==> config.mk <==
export PLATFORM = sky130hd
export DESIGN_NAME = game_input_ctrl
export DESIGN_NICKNAME = d
export VERILOG_FILES = /design/src/rtl/game_input_ctrl_pkg.sv /design/src/rtl/btn_debounce.sv /design/src/rtl/game_input_ctrl.sv
export SDC_FILE = /design/constraint.sdc
export NUM_CORES = 1
export LEC_CHECK = 0
export ABC_AREA = 1
export BUFFER_PORTS_ARGS = -buffer_cell sky130_fd_sc_hd__clkbuf_2
export CORE_MARGIN = 2
export CORE_UTILIZATION = 50
export CTS_BUF_LIST = sky130_fd_sc_hd__clkbuf_4
export DETAILED_ROUTE_END_ITERATION = 10
export PLACE_DENSITY = 0.66
export SYNTH_ARGS = -nofsm -noshare
export SYNTH_HDL_FRONTEND = slang
export SYNTH_SLANG_ARGS = --single-unit
==> constraint.sdc <==
create_clock -name i_Clock -period 4.97 [get_ports i_Clock]
set_clock_uncertainty 0.05 [all_clocks]
set_input_delay 0.497 -clock i_Clock [delete_from_list [all_inputs] [get_ports i_Clock]]
set_output_delay 0.497 -clock i_Clock [all_outputs]
set_load 0.02 [all_outputs]
==> src/rtl/game_input_ctrl_pkg.sv <==
// Shared definitions for the game input controller: default timing values
// and the shoot-FSM state encoding.
package game_input_ctrl_pkg;

  localparam int DEF_CLK_DIV        = 833334;
  localparam int DEF_DB_CYCLES      = 500000;
  localparam int DEF_SHOOT_COOLDOWN = 12;

  typedef enum logic [1:0] {
    READY = 2'b00,
    FIRE  = 2'b01,
    COOL  = 2'b10
  } shoot_state_t;

  // Bits needed to hold 0..max_count-1, never less than one bit.
  function automatic int cnt_width(input int max_count);
    return (max_count > 1) ? $clog2(max_count) : 1;
  endfunction

endpackage

==> src/rtl/btn_debounce.sv <==
// One push-button channel: 2-FF synchronizer, polarity inversion and a
// hold-time debouncer producing an active-high debounced level.
module btn_debounce
  import game_input_ctrl_pkg::*;
#(
  parameter int DB_CYCLES = DEF_DB_CYCLES
) (
  input  logic i_Clock,
  input  logic i_Reset,
  input  logic btn_raw,
  output logic level
);

  localparam int            CW       = cnt_width(DB_CYCLES);
  localparam logic [CW-1:0] CNT_LAST = CW'(DB_CYCLES - 1);
  localparam logic [CW-1:0] CNT_ONE  = CW'(1);

  logic          sync_a;
  logic          sync_b;
  logic          pressed;
  logic [CW-1:0] cnt;

  // Synchronizer flops rest at 1, the released state of an active-low button.
  always_ff @(posedge i_Clock or posedge i_Reset) begin
    if (i_Reset) begin
      sync_a <= 1'b1;
      sync_b <= 1'b1;
    end else begin
      sync_a <= btn_raw;
      sync_b <= sync_a;
    end
  end

  assign pressed = ~sync_b;

  // Any cycle that agrees with the current level restarts the hold timer,
  // so only an uninterrupted run of DB_CYCLES cycles flips the level.
  always_ff @(posedge i_Clock or posedge i_Reset) begin
    if (i_Reset) begin
      cnt   <= '0;
      level <= 1'b0;
    end else if (pressed == level) begin
      cnt <= '0;
    end else if (cnt == CNT_LAST) begin
      cnt   <= '0;
      level <= pressed;
    end else begin
      cnt <= cnt + CNT_ONE;
    end
  end

endmodule

==> src/rtl/game_input_ctrl.sv <==
// Game input controller: tick generator, debounced buttons, move requests,
// start/stop pulser and a rate-limited shoot FSM, all updated on tick fall.
module game_input_ctrl
  import game_input_ctrl_pkg::*;
#(
  parameter int CLK_DIV        = DEF_CLK_DIV,
  parameter int DB_CYCLES      = DEF_DB_CYCLES,
  parameter int SHOOT_COOLDOWN = DEF_SHOOT_COOLDOWN
) (
  input  logic i_Clock,
  input  logic i_Reset,
  input  logic i_BtnLeft,
  input  logic i_BtnRight,
  input  logic i_BtnShoot,
  input  logic i_BtnStart,
  input  logic i_GameActive,
  output logic o_Tick,
  output logic o_PlayerMoveLeft,
  output logic o_PlayerMoveRight,
  output logic o_PlayerBulletShoot,
  output logic o_GameStartStop
);

  localparam int             TW        = cnt_width(CLK_DIV);
  localparam logic [TW-1:0]  TICK_LAST = TW'(CLK_DIV - 1);
  localparam logic [TW-1:0]  TICK_HALF = TW'(CLK_DIV / 2);
  localparam logic [TW-1:0]  TICK_ONE  = TW'(1);

  localparam int             CCW       = cnt_width(SHOOT_COOLDOWN);
  localparam logic [CCW-1:0] COOL_LOAD = CCW'(SHOOT_COOLDOWN - 1);
  localparam logic [CCW-1:0] COOL_ONE  = CCW'(1);

  logic [TW-1:0]  tick_cnt;
  logic           update;

  logic           db_left;
  logic           db_right;
  logic           db_shoot;
  logic           db_start;

  logic           start_q;
  logic           start_rise;
  logic           start_pending;

  shoot_state_t   state;
  shoot_state_t   state_next;
  logic [CCW-1:0] cool_cnt;
  logic [CCW-1:0] cool_next;

  // o_Tick is a registered compare, so it rises on the first edge after reset.
  always_ff @(posedge i_Clock or posedge i_Reset) begin
    if (i_Reset) begin
      tick_cnt <= '0;
      o_Tick   <= 1'b0;
    end else begin
      o_Tick   <= (tick_cnt < TICK_HALF);
      tick_cnt <= (tick_cnt == TICK_LAST) ? '0 : tick_cnt + TICK_ONE;
    end
  end

  // The edge that takes o_Tick from 1 to 0 is where all game outputs move.
  assign update = (tick_cnt == TICK_HALF);

  btn_debounce #(.DB_CYCLES(DB_CYCLES)) u_db_left (
    .i_Clock (i_Clock),
    .i_Reset (i_Reset),
    .btn_raw (i_BtnLeft),
    .level   (db_left)
  );

  btn_debounce #(.DB_CYCLES(DB_CYCLES)) u_db_right (
    .i_Clock (i_Clock),
    .i_Reset (i_Reset),
    .btn_raw (i_BtnRight),
    .level   (db_right)
  );

  btn_debounce #(.DB_CYCLES(DB_CYCLES)) u_db_shoot (
    .i_Clock (i_Clock),
    .i_Reset (i_Reset),
    .btn_raw (i_BtnShoot),
    .level   (db_shoot)
  );

  btn_debounce #(.DB_CYCLES(DB_CYCLES)) u_db_start (
    .i_Clock (i_Clock),
    .i_Reset (i_Reset),
    .btn_raw (i_BtnStart),
    .level   (db_start)
  );

  // Opposing directions cancel so the player never gets a conflicting request.
  always_ff @(posedge i_Clock or posedge i_Reset) begin
    if (i_Reset) begin
      o_PlayerMoveLeft  <= 1'b0;
      o_PlayerMoveRight <= 1'b0;
    end else if (update) begin
      o_PlayerMoveLeft  <= db_left & ~db_right;
      o_PlayerMoveRight <= db_right & ~db_left;
    end
  end

  assign start_rise = db_start & ~start_q;

  // A press landing on the update edge itself is folded straight into the pulse.
  always_ff @(posedge i_Clock or posedge i_Reset) begin
    if (i_Reset) begin
      start_q         <= 1'b0;
      start_pending   <= 1'b0;
      o_GameStartStop <= 1'b0;
    end else begin
      start_q <= db_start;
      if (update) begin
        o_GameStartStop <= start_pending | start_rise;
        start_pending   <= 1'b0;
      end else if (start_rise) begin
        start_pending <= 1'b1;
      end
    end
  end

  always_ff @(posedge i_Clock or posedge i_Reset) begin
    if (i_Reset) begin
      state    <= READY;
      cool_cnt <= '0;
    end else begin
      state    <= state_next;
      cool_cnt <= cool_next;
    end
  end

  // Leaving the game at any update edge abandons a shot or cooldown in progress.
  always_comb begin
    state_next = state;
    cool_next  = cool_cnt;
    if (update) begin
      if (!i_GameActive) begin
        state_next = READY;
        cool_next  = '0;
      end else begin
        case (state)
          READY: begin
            if (db_shoot) state_next = FIRE;
          end
          FIRE: begin
            state_next = COOL;
            cool_next  = COOL_LOAD;
          end
          COOL: begin
            if (cool_cnt == '0) begin
              state_next = db_shoot ? FIRE : READY;
            end else begin
              cool_next = cool_cnt - COOL_ONE;
            end
          end
          default: begin
            state_next = READY;
            cool_next  = '0;
          end
        endcase
      end
    end
  end

  always_comb begin
    o_PlayerBulletShoot = 1'b0;
    if (state == FIRE) o_PlayerBulletShoot = 1'b1;
  end

endmodule

==> metrics.txt, run 1 <==
Clock Path Buffers 2; setup TNS 0 ps; syn_nets 932; #FFs+latches synth 120; Final Setup Violations 0; Placer Congestion 0.871; Die X 121 µm; fin cells 1134; CTS tree yes; P&R area growth vs syn 8.16%; clk_lat worst skew 540 ps; Worst setup EP type output port; outcome finished, final reports clean; Async S/R FF share, synth 1.00; CTS Root Cell clkbuf_4; syn_area_per_cell 7.47 µm²; Worst slew margin 0.429; I/O pin cnt 12; Slew Viols, Final 0; Worst Max-Slew Pin Slew 856 ps; layout cells sized above 1 0.119; vias in the first global route 5142; clk sink count 120; Multi-input gate area about 3300 µm²; cell count after synthesis 913; most frequent cell after synthesis nor2_1; Die ar. 14600 µm²; ys flop type dfrtp_1; max cap viols 0; Hold Slack a little under 80 ps; Min Clock Period, post-route 2030 ps; Row Count 42; DRT Pass-1 Iters 5; Fillers 1281; Synth cell types 37; leakage 0.00326 µW; Post-synth EDFFs 0; RSZ-0062 raised after global routing false; Layout Nets 964; R2R depth 8; maximum fanout along the worst path 5; Resize count post-CTS 0; fmax 492 MHz; wire per inst 12.0 µm; VDD IR max 145 µV; Num CTS Buffers 17; worst min-delay path class in2async; pwr/cell area 228 nW/µm²; Placeable Area 13300 µm²; arrival time worst endpoint 1480 ps; Congestion Overflow GR 0; GR Util All Layers 0.204; H-tree depth 4; Buffers on Ports 11; CP Launch Type register; final hold vios 0; Die Span Y 121 µm; post-route cell area roughly 7400 µm²; Final period util 0.409; initial core utilization 0.513; first-pass GRT wire length about 24000 µm; placed insts between 1000 and 1500; Setup Crit Path Kind reg2out; Worst-path clk slew ~110 ps; HPWL after DPL 9840 µm; Yosys top cell area share 0.411; initial antenna violation count 1; Storage cell area 3010 µm²; Avg Vias per Cell 4.88; drt first-iter violations around 560; vias ~5500; DRC violations left 0; antenna viol nets, final 0; sequential element share of the synthesized area 0.442; area leader, netlist dfrtp_1; synth cell count leaders 197 x nor2_1, 193 x nand2_1, 121 x inv_1; pin count of the biggest net entering global routing 73; Post-Place Cell Area 7100 µm²; synthesized cell area between 6000 and 7000 µm²; Yosys Warn Count 0; Req. time, crit path 4420 ps; drt total wl 13600 µm; synth top area cells dfrtp_1 41%, nor2_1 11%, nand2_1 11%; Tot Pwr ~1700 µW
power breakdown:
| group | switching [µW] | internal (µW) | leakage [µW] |
|---|---|---|---|
| Combinational | 43.0 | 15.4 | 0.00151 |
| Sequential | 9.15 | 989 | 0.00161 |
| Clock | 346 | 280 | 0.000136 |
routing by layer:
layer	global-route usage	part of all wire	vias to the layer above
li1	-	-	2917
met1	0.297	0.52	2517
met2	0.297	0.44	92
met3	0.0528	0.034	10
met4	0.0603	0.0088	0
met5	0	0	-
layout make-up:
class / instances / share of cell area
Multi-Input combinational cell: 660 / 0.448
Clock buffer: 17 / 0.0173
Clock inverter: 14 / 0.0156
Antenna cell: 1 / 0.000339
Sequential cell: 120 / 0.408
Inverter: 130 / 0.0666
Timing Repair Buffer: 16 / 0.0139
Tap cell: 176 / 0.0298
flip-flops by register name, indices dropped and copies added (netlist names), 2 cells and up:
signal and flops:
cool_cnt 4, state 2, u_db_shoot.cnt 19, u_db_left.cnt 19, u_db_start.cnt 19, tick_cnt 20, u_db_right.cnt 19
logic make-up (layout without fill, tap and decap cells):
kind of cell / after synthesis / count (layout) / synth area share
AOI/OAI and AO/OA: 54 / 54 / 0.0435
xor gates and xnor gates: 36 / 36 / 0.0462
adders and majority gates: 12 / 12 / 0.0220
buffers and inverters: 133 / 177 / 0.0737
DFF: 120 / 120 / 0.442
other: 0 / 1 / 0
and+or+nand+nor: 558 / 558 / 0.373
stage by stage:
stage / worst slack (ps) / utilization
final: 2940 / 0.555
after detailed placement: 2980 / 0.534
after global placement: 2970 / 0.534
after floorplan: 1250 / -
after CTS: 2870 / 0.555
after global routing: 2820 / 0.555
placed cells by master, fill, tap and decap left out, drive strengths merged:
| master | count |
|---|---|
| nor3 | 20 |
| dfrtp | 112 |
| or2 | 2 |
| ha | 12 |
| and3 | 2 |
| a31oi | 2 |
| dlygate4sd3 | 4 |
| clkinvlp | 1 |
| nor3b | 6 |
| diode | 1 |
| xor2 | 26 |
| o31ai | 1 |
| clkinv | 12 |
| a21oi | 24 |
| o21ai | 22 |
| bufinv | 2 |
| o21bai | 2 |
| nand3 | 75 |
| buf | 1 |
| xnor2 | 10 |
| and2 | 1 |
| inv | 129 |
| clkbuf | 28 |
| a211oi | 2 |
| nand2 | 208 |
| nand4 | 18 |
| nor2 | 225 |
| nand3b | 1 |
| dfstp | 8 |
| a31o | 1 |
repair_timing:
action / CTS / global route
hold endpoints to repair: 4 / 0
hold buffers: 4 / 0
setup buffers: 0 / 0
final timing paths:
path,start,endpoint,slack (ps)
worst max-delay path,state[1]$_DFFE_PP0P_,o_PlayerBulletShoot,2940
worst min-delay path,i_Reset,u_db_right.cnt[17]$_DFF_PP0_,80
worst max register to register,u_db_start.cnt[0]$_DFF_PP0_,u_db_start.cnt[17]$_DFF_PP0_,3290
worst min register to register,u_db_right.sync_a$_DFF_PP1_,u_db_right.sync_b$_DFF_PP1_,310
max in group asynchronous,i_Reset,u_db_start.cnt[17]$_DFF_PP0_,3650
min in group i_Clock,i_GameActive,state[1]$_DFFE_PP0P_,230
worst max-delay path, stage by stage (launching register included):
cell	delay [ps]
dfrtp_1	430
inv_1	90
ha_1	240
clkbuf_2	200
(Power assumes the default switching activity.)
==> inputs of run 2 (changes only) <==
--- a/config.mk
+++ b/config.mk
@@ -11,7 +11,7 @@
 export CORE_UTILIZATION = 50
 export CTS_BUF_LIST = sky130_fd_sc_hd__clkbuf_4
 export DETAILED_ROUTE_END_ITERATION = 10
-export PLACE_DENSITY = 0.66
+export PLACE_DENSITY = 0.68
 export SYNTH_ARGS = -nofsm -noshare
 export SYNTH_HDL_FRONTEND = slang
 export SYNTH_SLANG_ARGS = --single-unit
==> constraint.sdc (replaced) <==
create_clock -name i_Clock -period 1.65 [get_ports i_Clock]
set_clock_uncertainty 0.05 [all_clocks]
set_input_delay 0.165 -clock i_Clock [delete_from_list [all_inputs] [get_ports i_Clock]]
set_output_delay 0.165 -clock i_Clock [all_outputs]
set_load 0.02 [all_outputs]
==> run 2 against run 1 <==
Effect of this change:
- sequential power rose to 3.0 times the previous value
- core utilization rose by 1.7 points
- hold slack got worse by 23 ps
- non-clock buffer count is 20 higher
- first-iteration DRC count down 14%
- largest cell class unchanged
- highest routed layer unchanged
==> metrics.txt, run 2 (synthesized netlist as in run 1, its figures left out) <==
placed insts 1112 (+1.3%); max FFs per register 20 (unchanged); sw power 1330 µW (+230%); vias 5715 (+3.2%); VDD IR max 520 µV (+260%); Placeable Area 13300 µm² (unchanged); max cap viols 0 (unchanged); arrival time worst endpoint 1330 ps (-150 ps); Worst-path clk slew 120 ps (about the same); Congestion Overflow GR 0 (unchanged); PnR worst setup slack 107 ps (-2830 ps); I/O pin cnt 12 (unchanged); fin cells 1154 (+1.8%); ANT cells 0 (-1); clk_lat worst skew 530 ps (about the same); DP Worst Slack 51.1 ps (-2920 ps); Biggest register tick_cnt; Final period util 0.935; H-tree depth 4 (unchanged); initial antenna violation count 0 (-1); Die ar. 14600 µm² (unchanged); Slew Viols, Final 0 (unchanged); GR Util All Layers 0.209 (+0.00571); outcome finished, final reports clean; initial core utilization 0.513 (unchanged); fmax 648 MHz; Avg Vias per Cell 4.95 (+1.4%); maximum fanout along the worst path 5 (unchanged); layout cells sized above 1 0.154 (+0.0353); final hold vios 0 (unchanged); Worst Max-Slew Pin Slew 400 ps (-456 ps); commonest non-fill, non-tap cells in the layout 193 x nor2_1, 193 x nand2_1, 119 x inv_1, 111 x dfrtp_1, 64 x nand3_1; antenna viol nets, final 0 (unchanged); DRT Pass-1 Iters 5 (unchanged); P&R area growth vs syn 11.6%; leakage 0.00334 µW (+2.5%); Switching Share 0.267 (+0.0303); register share of total power 0.602 (+0.009); CTS Root Cell clkbuf_4; pin count of the biggest net entering global routing 64 (-12%); drt first-iter violations 479 (-14%); first-pass GRT wire length 24500 µm (+2.7%); Clk pwr share 0.356 (-0.016); Num CTS Buffers 17 (unchanged); Setup Crit Path Kind reg2out; internal power 3660 µW (+190%); CP Launch Type register; Comb power frac 0.042 (+0.007); setup TNS 0 ps (unchanged); pwr/cell area 656 nW/µm² (+190%); drt total wl 14000 µm (+3.2%); DRC violations left 0 (unchanged); Buffers on Ports 11 (unchanged); wire per inst 12.1 µm (+1.4%); HPWL after DPL 10200 µm (+4.0%); Die Span Y 121 µm (unchanged); Final Setup Violations 0 (unchanged); RSZ-0062 raised after global routing true; Row Count 42 (unchanged); Clock Path Buffers 2 (unchanged); Min Clock Period, post-route 1540 ps; worst min-delay path class in2async; Req. time, crit path 1430 ps (-2990 ps); CTS tree yes; Worst slew margin 0.732 (+0.302); Placer Congestion 0.903 (+3.6%); Die X 121 µm (unchanged); Layout Nets 984 (+2.1%); vias in the first global route 5285 (+2.8%); clk sink count 120 (unchanged); Worst setup EP type output port
[run 2: worst max-delay path, stage by stage, from the launching register on]
cell and delay (ps):
dfrtp_2 460, ha_4 180, buf_4 150
[run 2: what timing repair did]
item                                   CTS  global route
resized for setup                        3            17
buffers inserted                         1             3
hold buffers                             6             0
endpoints found under the hold margin  124             0
setup endpoints to repair                1            33
pin swaps                                0             2
[run 2: worst paths after layout]
check	depth (start not counted)	startpoint	to	slack (ps)
max in group asynchronous	4	i_Reset	u_db_shoot.sync_b$_DFF_PP1_	860
worst max register to register	8	u_db_shoot.cnt[0]$_DFF_PP0_	u_db_shoot.cnt[18]$_DFF_PP0_	110
worst min register to register	0	u_db_left.sync_a$_DFF_PP1_	u_db_left.sync_b$_DFF_PP1_	310
worst max-delay path	2	state[0]$_DFFE_PP0P_	o_PlayerBulletShoot	110
worst min-delay path	3	i_Reset	u_db_left.cnt[5]$_DFF_PP0_	60
min in group i_Clock	2	i_BtnStart	u_db_start.sync_a$_DFF_PP1_	200
[run 2: power by group through the flow]
stage	registers, µW	clock network [µW]	logic [µW]
2_1_floorplan	3060	0	124
3_3_place_gp	3060	0	196
3_5_place_dp	3060	0	196
4_1_cts	3010	1850	208
5_1_grt	3020	2000	241
6_report	3010	1780	209
[run 2: through the flow]
stage | power, µW | hold WS (ps) | util | area, µm²
final | 5000 | 56.2 | 0.573 | 7610
after global routing | 5250 | 24.8 | 0.573 | 7610
after CTS | 5060 | 1.85 | 0.567 | 7540
after detailed placement | 3260 | 57.4 | 0.544 | 7230
after global placement | 3260 | 56.7 | 0.544 | 7230
after floorplan | 3180 | 119 | - | 6830
[run 2: routing by layer]
layer / global-route usage / vias to the layer above / share of wire
met4: 0.0654 / 0 / 0.010
met5: 0 / - / 0
met3: 0.0514 / 15 / 0.034
li1: - / 2963 / -
met2: 0.305 / 103 / 0.44
met1: 0.307 / 2634 / 0.51
[run 2: layout make-up]
type	count	area, µm²
Clock inverter	13	83.8
Sequential cell	120	3010
Inverter	130	493
Multi-Input combinational cell	660	3370
Tap cell	176	220
Timing Repair Buffer	36	285
Clock buffer	19	143
Fill cell	1254	5680
==> inputs of run 3 (changes only) <==
--- a/config.mk
+++ b/config.mk
@@ -5,7 +5,6 @@
 export SDC_FILE = /design/constraint.sdc
 export NUM_CORES = 1
 export LEC_CHECK = 0
-export ABC_AREA = 1
 export BUFFER_PORTS_ARGS = -buffer_cell sky130_fd_sc_hd__clkbuf_2
 export CORE_MARGIN = 2
 export CORE_UTILIZATION = 50
==> run 3 against run 2 <==
Effect of this change:
- the run now ends with setup timing left
- clock power grew 34%
- die area shrank 15%
- synthesized cell count shrank 36%
- hold slack gained 11 ps
- flip-flop and latch count is the same
- combinational power grew 38%
- critical endpoint is now state[0]$_DFFE_PP0P_
- largest cell class unchanged
==> metrics.txt, run 3 <==
DRC violations left 0 (unchanged); Congestion Overflow GR 0 (unchanged); Worst slew margin 0.793 (+0.0618); reg2reg setup slack -230 ps (-330 ps); Clock Path Buffers 2 (unchanged); Avg Vias per Cell 5.21 (+5.3%); synth top area cells dfrtp_1 49%, xor2_1 8.2%, nor2_1 7.4%; most frequent cell after synthesis nor2_1; antenna viol nets, final 0 (unchanged); fmax 533 MHz (-18%); worst min-delay path class in2async; Num CTS Buffers 17 (unchanged); Biggest register tick_cnt; commonest non-fill, non-tap cells in the layout 110 x dfrtp_1, 89 x buf_4, 79 x nor2_1, 53 x xor2_1, 42 x nand2_1; Switching Share 0.241 (-0.0260); area leader, netlist dfrtp_1; Yosys Warn Count 0 (unchanged); Worst setup EP type register; Die ar. 12400 µm² (-15%); synthesized cell area 5770 µm² (-15%); sequential element share of the synthesized area 0.522 (+0.0807); Post-synth EDFFs 0 (unchanged); Worst Max-Slew Pin Slew 309 ps (-90.3 ps); vias 4515 (-21%); leakage 0.00335 µW (+0.45%); Worst-path clk slew 120 ps (about the same); maximum fanout along the worst path 2 (-3); Die Span Y 111 µm (-7.8%); Final period util 1.14 (+0.202); failing checks setup timing; VDD IR max 585 µV (+13%); cell count after synthesis 582 (-36%); Layout Nets 729 (-26%); pin count of the biggest net entering global routing 55 (-14%); ANT cells 0 (unchanged); Setup Crit Path Kind reg2reg; pwr/cell area 733 nW/µm² (+12%); vias in the first global route 4449 (-16%); Slew Viols, Final 0 (unchanged); RSZ-0062 raised after global routing true; max FFs per register 20 (unchanged); I/O pin cnt 12 (unchanged); Min Clock Period, post-route 1880 ps (+334 ps); Yosys top cell area share 0.486 (+0.0751); Tot Pwr 5680 µW (+14%); outcome finished, violations left; sw power 1370 µW (+2.7%); ys flop type dfrtp_1; HPWL after DPL 7600 µm (-26%); Hold Slack 66.9 ps (+10.7 ps); #FFs+latches synth 120 (unchanged); syn_area_per_cell 9.91 µm² (+33%); drt total wl 12200 µm (-13%); Async S/R FF share, synth 1.00 (unchanged); H-tree depth 4 (unchanged); CTS Root Cell clkbuf_4; layout cells sized above 1 0.351 (+0.197); Req. time, crit path 2100 ps (+670 ps); Placeable Area 11300 µm² (-15%); Comb power frac 0.051 (+0.009); clk_lat worst skew 550 ps (+20 ps); P&R area growth vs syn 34.5%; Row Count 39 (-7.1%); first-pass GRT wire length 20300 µm (-17%); Placer Congestion 0.783 (-13%); initial antenna violation count 0 (unchanged); Clk pwr share 0.421 (+0.065); CTS tree yes; DRT Pass-1 Iters 4 (-1); CP Launch Type register; Buffers on Ports 11 (unchanged); arrival time worst endpoint 2320 ps (+990 ps); GR Util All Layers 0.201 (-0.00811); PnR worst setup slack -227 ps (-334 ps); max cap viols 0 (unchanged); Synth cell types 46 (+24%); internal power 4320 µW (+18%); register share of total power 0.529 (-0.073); drt first-iter violations 133 (-72%); wire per inst 14.0 µm (+16%); clk sink count 120 (unchanged); synth cell count leaders 114 x nor2_1, 112 x dfrtp_1, 54 x xor2_1; final hold vios 0 (unchanged); Final Setup Violations 50 (+50); commonest non-fill, non-tap cell in the layout dfrtp_1; Die X 111 µm (-7.8%); syn_nets 601 (-36%); initial core utilization 0.510 (-0.00365)
-- run 3: cell types whose count changed after synthesis, sizes merged, moves of 6 or more --
cell,delta
nand2,-161
nor2,-111
inv,-107
nand3,-35
xor2,+28
xnor2,+25
a21oi,-19
o21ai,-12
and3,+11
buf,+11
nor4,+10
and4,+6
-- run 3: layout make-up --
type | count | area, µm²
clock inverters | 15 | 201
well taps | 143 | 179
fillers | 827 | 3560
repair buffers | 124 | 1090
multi-input cells | 425 | 3050
inverters | 22 | 86.3
flip-flops and latches | 120 | 3020
clock buffers | 17 | 128
-- run 3: path summary, 6_finish.rpt --
kind,cells past startpoint,from,end
min in group i_Clock,2,i_BtnRight,u_db_right.sync_a$_DFF_PP1_
setup reg to reg,5,tick_cnt[11]$_DFF_PP0_,state[0]$_DFFE_PP0P_
hold / removal,3,i_Reset,u_db_start.cnt[3]$_DFF_PP0_
hold reg to reg,0,u_db_shoot.sync_a$_DFF_PP1_,u_db_shoot.sync_b$_DFF_PP1_
max in group asynchronous,4,i_Reset,u_db_left.sync_a$_DFF_PP1_
setup / recovery,5,tick_cnt[11]$_DFF_PP0_,state[0]$_DFFE_PP0P_
-- run 3: logic make-up (layout without fill, tap and decap cells) --
group / Yosys count / after routing / share of synthesized area
AO/OA/AOI/OAI: 21 / 21 / 0.0221
flip-flops: 120 / 120 / 0.522
XOR/XNOR: 89 / 89 / 0.135
AND/OR/NAND/NOR: 298 / 298 / 0.255
multiplexers: 5 / 5 / 0.00868
buffers and inverters: 37 / 178 / 0.0304
adder cells (fa/ha/maj): 12 / 12 / 0.0260
-- run 3: critical path, cell delays in order, from the launching register on --
cell,delay [ps]
dfrtp_1,400
or3b_4,400
nor4_4,200
nand4_1,190
or4_1,520
nand2_1,70
-- run 3: per-layer routing --
layer / vias up / routed length (µm) / GRT usage
li1: 2206 / - / -
met5: - / 0 / 0
met2: 50 / 6140 / 0.316
met1: 2240 / 5490 / 0.268
met4: 0 / 159 / 0.0790
met3: 19 / 364 / 0.0550
-- run 3: power by group through the flow --
| stage | Clock, µW | Sequential [µW] | Combinational [µW] |
|---|---|---|---|
| final | 2390 | 3010 | 288 |
| after global routing | 2610 | 3010 | 320 |
| after CTS | 2460 | 3010 | 271 |
| after detailed placement | 0 | 3060 | 227 |
| after global placement | 0 | 3060 | 222 |
| after floorplan | 0 | 3060 | 128 |
-- run 3: per-stage QoR --
step	setup slack [ps]	TNS (ps)	util	cells	cell area [µm²]
floorplan	-239	-4400	-	582	5840
global placement	-132	-2750	0.590	804	6680
detailed placement	-211	-2880	0.590	804	6680
CTS	-213	-5120	0.649	856	7350
global route	-274	-9410	0.685	866	7760
finish	-227	-5260	0.685	866	7760
-- run 3: timing repair --
item                       4_1_cts  5_1_grt
resized for setup               36       97
buffers inserted                12       16
hold buffers                     6        0
cloned                           3        1
pin swaps                       20       44
hold endpoints to repair       123        0
setup endpoints to repair       56       93
